## src/rtl/prio_arb_pkg.sv

```systemverilog
// prio_arb_pkg: shared types and limits for the priority arbiter.
//   state_t : arbiter FSM states (IDLE, GRANT)
//   MAX_N   : largest supported requester count
package prio_arb_pkg;

  typedef enum logic [0:0] {
    IDLE  = 1'b0,
    GRANT = 1'b1
  } state_t;

  localparam int unsigned MAX_N = 64;

endpackage : prio_arb_pkg

```

## src/rtl/prio_pick.sv

```systemverilog
// prio_pick: combinational winner selection for the arbiter.
//   req     : request levels, bit i = requester i
//   ptr     : round-robin start position
//   rr_en   : 1 = round-robin scan from ptr, 0 = highest index wins
//   win_idx : selected requester (0 when no request is set)
//   any_req : at least one request bit is set
module prio_pick
  import prio_arb_pkg::*;
#(
  parameter int N     = 8,
  parameter int IDX_W = $clog2(N)
) (
  input  logic [N-1:0]     req,
  input  logic [IDX_W-1:0] ptr,
  input  logic             rr_en,
  output logic [IDX_W-1:0] win_idx,
  output logic             any_req
);

  always_comb begin
    int unsigned pos;
    logic        found;
    win_idx = '0;
    any_req = |req;
    found   = 1'b0;
    pos     = 0;
    if (rr_en) begin
      // Ascending scan starting at ptr; pos never exceeds N-1 after the wrap.
      for (int unsigned i = 0; i < N; i++) begin
        pos = 32'(ptr) + i;
        if (pos >= N) pos = pos - N;
        if (!found && req[pos[IDX_W-1:0]]) begin
          win_idx = pos[IDX_W-1:0];
          found   = 1'b1;
        end
      end
    end else begin
      // Later iterations overwrite earlier ones, so the highest index wins.
      for (int unsigned i = 0; i < N; i++) begin
        if (req[i]) win_idx = IDX_W'(i);
      end
    end
  end

endmodule : prio_pick

```

## src/rtl/priority_arbiter.sv

```systemverilog
// priority_arbiter: registered N-way arbiter with grant/ack handshake.
//   clk        : rising-edge clock
//   rst_n      : asynchronous active-low reset
//   req        : request levels, bit i = requester i
//   rr_en      : 1 = round-robin, 0 = fixed priority (sampled at arbitration)
//   ack        : grant owner completion pulse (ignored while idle)
//   gnt_valid  : a grant is active
//   gnt_idx    : binary index of the granted requester
//   gnt_onehot : one-hot of gnt_idx, zero when no grant
// The grant is held until ack; on ack the arbiter re-arbitrates in the same
// cycle so back-to-back grants have no bubble.
module priority_arbiter
  import prio_arb_pkg::*;
#(
  parameter int N     = 8,
  parameter int IDX_W = $clog2(N)
) (
  input  logic             clk,
  input  logic             rst_n,
  input  logic [N-1:0]     req,
  input  logic             rr_en,
  input  logic             ack,
  output logic             gnt_valid,
  output logic [IDX_W-1:0] gnt_idx,
  output logic [N-1:0]     gnt_onehot
);

  state_t           state_q, state_d;
  logic [IDX_W-1:0] ptr_q, ptr_d;
  logic             valid_q, valid_d;
  logic [IDX_W-1:0] idx_q, idx_d;
  logic [N-1:0]     onehot_q, onehot_d;

  logic [IDX_W-1:0] win_idx;
  logic             any_req;

  prio_pick #(
    .N     (N),
    .IDX_W (IDX_W)
  ) u_pick (
    .req     (req),
    .ptr     (ptr_q),
    .rr_en   (rr_en),
    .win_idx (win_idx),
    .any_req (any_req)
  );

  always_comb begin
    logic latch;
    logic clear;
    state_d  = state_q;
    ptr_d    = ptr_q;
    valid_d  = valid_q;
    idx_d    = idx_q;
    onehot_d = onehot_q;
    latch    = 1'b0;
    clear    = 1'b0;

    unique case (state_q)
      IDLE: begin
        if (any_req) latch = 1'b1;
      end
      GRANT: begin
        if (ack) begin
          if (any_req) latch = 1'b1;
          else         clear = 1'b1;
        end
      end
      default: clear = 1'b1;
    endcase

    if (latch) begin
      state_d           = GRANT;
      valid_d           = 1'b1;
      idx_d             = win_idx;
      onehot_d          = '0;
      onehot_d[win_idx] = 1'b1;
      // ptr follows every grant in both modes so round-robin resumes fairly.
      ptr_d = (win_idx == IDX_W'(N - 1)) ? '0 : win_idx + 1'b1;
    end else if (clear) begin
      state_d  = IDLE;
      valid_d  = 1'b0;
      idx_d    = '0;
      onehot_d = '0;
    end
  end

  always_ff @(posedge clk or negedge rst_n) begin
    if (!rst_n) begin
      state_q  <= IDLE;
      ptr_q    <= '0;
      valid_q  <= 1'b0;
      idx_q    <= '0;
      onehot_q <= '0;
    end else begin
      state_q  <= state_d;
      ptr_q    <= ptr_d;
      valid_q  <= valid_d;
      idx_q    <= idx_d;
      onehot_q <= onehot_d;
    end
  end

  assign gnt_valid  = valid_q;
  assign gnt_idx    = idx_q;
  assign gnt_onehot = onehot_q;

endmodule : priority_arbiter

```

## config.mk

```make
export PLATFORM = sky130hd
export DESIGN_NAME = priority_arbiter
export DESIGN_NICKNAME = d
export VERILOG_FILES = /design/src/rtl/prio_arb_pkg.sv /design/src/rtl/prio_pick.sv /design/src/rtl/priority_arbiter.sv
export SDC_FILE = /design/constraint.sdc
export NUM_CORES = 1
export LEC_CHECK = 0
export ABC_AREA = 1
export CELL_PAD_IN_SITES_DETAIL_PLACEMENT = 1
export CELL_PAD_IN_SITES_GLOBAL_PLACEMENT = 1
export CORE_MARGIN = 4
export CORE_UTILIZATION = 38
export DETAILED_ROUTE_END_ITERATION = 10
export PLACE_DENSITY = 0.78
export SLEW_MARGIN = 0
export SYNTH_ARGS = -nofsm -noshare
export SYNTH_HDL_FRONTEND = slang
export SYNTH_SLANG_ARGS = --single-unit
```

## constraint.sdc

```tcl
create_clock -name clk -period 3.7 [get_ports clk]
set_input_delay 0.925 -clock clk [delete_from_list [all_inputs] [get_ports clk]]
set_output_delay 0.925 -clock clk [all_outputs]
set_load 0.005 [all_outputs]
```

; ---- After elaboration in Yosys (flattened, before gate mapping)
; Index checks and enable logic that the tools add are counted.
; Widths: inputs -> output; s select.
[word_totals]
word_cells = 134
ff_bits = 15
[op_classes]
reduce_logical = 17
n_lt_le_gt_ge = 18
bitwise_logic = 1
n_mux = 77
addsub = 16
eq_ne = 1
[ops]
columns = cell, n
row1 = $mux 3, 32
row2 = $lt 3x4->1 const B, 9
row3 = $mux 1, 31
row4 = $ge 4x4->1 const B, 7
row5 = $bmux 1 s3, 8
row6 = $sub 3x1->3 const B, 8
row7 = $add 3x3->4 const B, 4
row8 = $mux 8, 2
row9 = $add 3x2->4 const B, 2
row10 = $logic_and 1x1->1, 8
row11 = $reduce_or 8->1, 1
row12 = $logic_not 1->1, 7
row13 = $add 3x1->4 const B, 1
row14 = $ge 3x4->1 const B, 1
row15 = $mux 2, 2
row16 = $add 3x1->3 const B, 1
row17 = $demux 1 s3, 1
row18 = $eq 3x3->1 const B, 1
row19 = $ge 3x1->1 const B, 1
row20 = $pmux 1 s2, 1
row21 = $reduce_bool 2->1, 1
row22 = $not 1->1, 1

; ---- Logic depth before layout (Yosys ltp)
[depth]
word_depth = 40
ltp_mapped = 22

; ---- Hierarchy
; A second synthesis with hierarchy kept.
[hier_totals]
cells_unflattened = 234
area_unflattened_um2 = 1580.3
[by_module_without_submodules]
columns = mod, area_each_um2, instances, seq_area_each_um2, cells_per_inst
row1 = prio_pick, 869.6, 1, 0.0, 154
row2 = priority_arbiter, 710.7, 1, 375.4, 80

; ---- Least setup slack after synthesis
; No wires, ideal clock.
[synth_path]
path_kind = flip-flop to flip-flop
start = register ptr_q[0]
end = register ptr_q[1]
stages_incl_launch_ff = 21
synth_period_minus_slack_ns = 2.723
setup_ns = 0.132
t_arrival_ns = 2.591
n_path_buf = 2
setup_slack_ns = 0.977
required_ns = 3.568
path_cell_list = dfrtp_1 > buf_6 > inv_4 > buf_12 > ha_1 > inv_1 > nand3_1 > nand3_1 > nand2_2 > inv_2 > nand4_4 > nor2_4 > nand3_2 > nand2_1 > nand2_1 > nand2_2 > nand2_4 > inv_1 > ha_1 > nand2_1 > o21ai_0
[synth_between]
elab_chain_cells = 37
elab_cells_between_ends = 95
cone_classes = add/sub: 16 / order compare: 8 / eq/ne: 1 / mux: 56 / reduce/logical: 14
[synth_rtl]
columns = item, line_no
row1 = from (decl), priority_arbiter.sv:29  ; logic [IDX_W-1:0] ptr_q, ptr_d;
row2 = from (signal assigned), priority_arbiter.sv:97  ; ptr_q <= ptr_d;
row3 = branches (longest 33 deep; another with $add 3x1->4), --
row4 = $mux 3 (*), prio_pick.sv:32  ; if (!found && req[pos[IDX_W-1:0]]) begin
row5 = $mux 3 (*), prio_pick.sv:27  ; if (rr_en) begin
row6 = $add 3x1->3 / $eq 3x3->1 (equally long branches), priority_arbiter.sv:79  ; ptr_d = (win_idx == IDX_W'(N - 1)) ? '0 : win_idx + 1'b1;
row7 = $mux 3 (*), priority_arbiter.sv:79
; Every way passes the cells marked *. The select of a mux whose other input is x is not followed.
; A chain may end at the register's enable or synchronous reset.

; ---- Worst setup path after layout
[layout_path]
start = input req[1]
end = register ptr_q[2]
[layout_between]
elab_chain_cells = 34
elab_cells_between_ends = 67
cone_classes = add/sub: 1 / eq/ne: 1 / mux: 50 / reduce/logical: 15
[layout_rtl]
columns = item, line_no
row1 = from (decl), priority_arbiter.sv:20  ; input logic [N-1:0] req,
row2 = $bmux 1 s3, prio_pick.sv:32
row3 = $mux 1 (implied by the code), prio_pick.sv:32
row4 = $mux 1, prio_pick.sv:32
row5 = $mux 1, prio_pick.sv:27
row6 = $logic_not 1->1, prio_pick.sv:32
row7 = $logic_and 1x1->1, prio_pick.sv:32
row8 = $mux 1, prio_pick.sv:32
row9 = $mux 1, prio_pick.sv:27
row10 = (+18 left out), --
row11 = $mux 1, prio_pick.sv:32
row12 = $mux 1, prio_pick.sv:27
row13 = $logic_not 1->1, prio_pick.sv:32
row14 = $logic_and 1x1->1, prio_pick.sv:32
row15 = $mux 3, prio_pick.sv:32
row16 = $mux 3, prio_pick.sv:27
row17 = $add 3x1->3 / $eq 3x3->1 (equally long branches), priority_arbiter.sv:79
row18 = $mux 3, priority_arbiter.sv:79
; Parallel ways exist; a longest one is shown, timed or not. The select of a mux whose other input is x is not followed.

==> out/qor.csv <==
stage,metric,value,unit
yosys,synth.net_count,254,
clocking,cts_root_buf,clkbuf_8,
route,dr.first_iter.drc_count,69,
global_routing,overall_global_routing_resource_usage,19.19,%
sta,finalSetupViolCount,0,
clocking,clk_path_buf_depth,2,
finish,areaGrowthSynthToFinish,19.50,%
clocking,tritoncts,done,
worst_setup_path,crit_arrival,3.40,ns
outcome,outcome,completed,
job,drv.max_cap_violation_count,0,
sta,relSlewSlack,56.14,%
yosys,synthMostInstantiatedCell,nand2_1,
placement,gpl.final_weighted_congestion,0.8161,
global_routing,grt_first_pass_wirelength,8.190,mm
die,die_h,72.85,microns
worst_hold_path,worstHoldPathType,reg -> reg,
die,die_footprint,5306,sq um
route,firstDrtPassIters,4,
clocking,clock_insertion_delay_worst_skew,0.25,ns
power,power-per-cell-area,1119,nW/um^2
route,post_drt_wl_per_cell,14.38,microns
yosys,synth.largest_area_cell,dfrtp_1,
power,cell_internal_pwr,886.9,uW
clocking,clkTransAtPathRegs,0.06,ns
finish,layout-drive-gt1-share,16.67,%
yosys,count_of_synthesis_stage_warnings_from_yosys,0,
sta,slew_viol_final,0,
clocking,cts_repair_resize_count,0,
global_routing,grt_antenna_before_repair,0,
power,irDropWorstVdd,0.4351,mV
sta,tightestPinTransition,0.6559,ns
route,detail-route-antenna-nets,0,
worst_setup_path,endpoint_kind,flip-flop,
worst_setup_path,cp-start-kind,input port,
yosys,synth.area.top_cells,"dfrtp_1 23%, nand2_1 19%, nand3_1 9.1%",
die,dieWidth,72.85,microns
placement,io_buffers,23,
yosys,synthFlopType,dfrtp_1,
yosys,netlist-cell-type-count,33,
yosys,async_reset_ff_share,100.0,%
die,start_util,39.66,%
sta,clock-skew-final,0.005521,ns
yosys,post_synth_inst_count,239,
clocking,h-tree-depth,1,
sta,rsz0062_at_grt,false,
yosys,synth.top_cell.area_share,23.49,%
die,cell_rows,23,
power,sequentialPowerShare,13.8,%
die,core-area,4029,sq um
finish,num-nets-final,280,
route,routed_via_density,5.146,
worst_setup_path,required,3.83,ns
route,number_of_drc_violations_after_detailed_routing,0,
placement,hpwlAfterDp,3.767,mm
finish,final.fill_count,544,
die,count_of_pins_on_the_block_boundary,24,
route,route.final.wire_length,4.516,mm
worst_setup_path,crit_path_kind,in -> reg,
yosys,postSynthRegisterBits,15,
clocking,holdBufCountCts,0,
worst_setup_path,critical_path.max_fanout,5,
yosys,synth_edf_count,0,
global_routing,overflow,0,
sta,fin_worst_hold_slack,0.4796,ns
clocking,tritoncts.num_buffers,3,
finish,diodes,0,
clocking,cts.sink_count,15,
route,dr_total_vias,1616,
yosys,synthesis.area_per_instance,6.685,sq um
clocking,post-cts-setup-buffers,0,
power,pwr-share-clk,6.1,%
yosys,synthTopCellsByCount,"83 x nand2_1, 29 x nand3_1, 24 x inv_1",
sta,min_period_over_period,88.41,%
power,power_switching_share,58.48,%
power,leakagePower,0.0009849,uW
global_routing,grt_max_degree,16,
sta,tns,0,ns
yosys,synth.yosys.seq_area_share,23.49,%
power,p_switching,1249,uW
power,pwr-share-comb,80.1,%
sta,min_period,3.271,ns
sta,achievable-frequency,0.3057,GHz
finish,utilization,47.39,%
yosys,syn_area,1598,sq um
sta,hold_viol,0,
global_routing,via_count_of_the_first_global_routing_pass,1744,
## flip-flops by register name (all words and copies together), names as in the netlist
name / flops
ptr_q: 3
gnt_idx: 3
gnt_valid: 1
gnt_onehot: 8
## worst paths after layout
kind                          startpoint             to  slack, ns  cells after the start
min                        gnt_onehot[6]  gnt_onehot[6]       0.48                      2
max in group asynchronous          rst_n       ptr_q[1]       2.20                      1
max                               req[1]       ptr_q[2]       0.43                     20
min in group asynchronous          rst_n  gnt_onehot[5]       1.08                      1
max reg2reg                     ptr_q[1]       ptr_q[2]       0.50                     20
min reg2reg                gnt_onehot[6]  gnt_onehot[6]       0.48                      2
## cells in the final DEF (no fill, tap or decap), types with 2 or more instances in the layout
cell type        count
a21oi_1              2
a21oi_2              3
buf_4                3
clkbuf_8             3
clkdlybuf4s50_1     23
dfrtp_1             15
ha_1                 3
inv_1               24
inv_2                2
nand2_1             83
nand2_2              6
nand2_4              7
nand3_1             29
nand3_2             11
nand4_1              7
nor2_1              14
nor2_2               2
nor2_8               2
o21ai_0              7
o21ai_1              3
xnor2_1              2
xor2_1               2
## power groups by stage
| stage | registers (uW) | clock network [uW] | logic (uW) |
|---|---|---|---|
| final | 295 | 130 | 1710 |
| after global routing | 308 | 142 | 1930 |
| after CTS | 296 | 135 | 1730 |
| after detailed placement | 299 | 0 | 1710 |
| after global placement | 296 | 0 | 1680 |
| after floorplan | 264 | 0 | 1330 |
## layout make-up
class | count | area [sq um] | share of cell area, %
Multi-Input combinational cell | 191 | 1065 | 55.77
Sequential cell | 15 | 375.4 | 19.66
Timing Repair Buffer | 26 | 252.7 | 13.24
Inverter | 28 | 107.6 | 5.636
Tap cell | 50 | 62.56 | 3.277
Clock buffer | 3 | 41.29 | 2.163
Clock inverter | 1 | 5.005 | 0.2621
## logic make-up after synthesis
group,Yosys count,synth area share (%)
buf+inv,33,9.867
fa+ha+maj,3,2.350
flops,15,23.49
simple gates,166,55.29
xor+xnor,4,2.193
compound gates,18,6.813
## critical path: stages
cell,delay (ns)
clkdlybuf4s50_1,0.51
nand2_1,0.15
nand3_1,0.08
nand2_1,0.15
nand2_1,0.08
nand2_2,0.15
inv_1,0.08
a21oi_2,0.15
nand2_1,0.07
clkinv_1,0.04
nand2_1,0.09
a21oi_2,0.14
nand2_2,0.09
nand2_4,0.10
inv_1,0.07
ha_1,0.22
nand2_1,0.07
o21ai_0,0.07
nand2_1,0.08
o21ai_1,0.07
## stage by stage
stage,total power [uW],instances,setup slack (ns),instance area [sq um]
6_report,2136,314,0.4287,1909
5_1_grt,2379,314,0.1092,1909
4_1_cts,2160,314,0.4213,1909
3_5_place_dp,2004,310,0.1949,1863
3_3_place_gp,1976,310,0.2376,1863
2_1_floorplan,1590,239,0.9772,1598
## routing by layer
| layer | global-route usage (%) | routed length (microns) | up-vias |
|---|---|---|---|
| met2 | 34.07 | 2278 | 18 |
| met5 | 0 | 0 | - |
| li1 | - | - | 821 |
| met1 | 24.89 | 2117 | 771 |
| met4 | 4.918 | 58 | 0 |
| met3 | 1.653 | 62 | 6 |
Note: power is estimated with default switching activity, not from simulation.
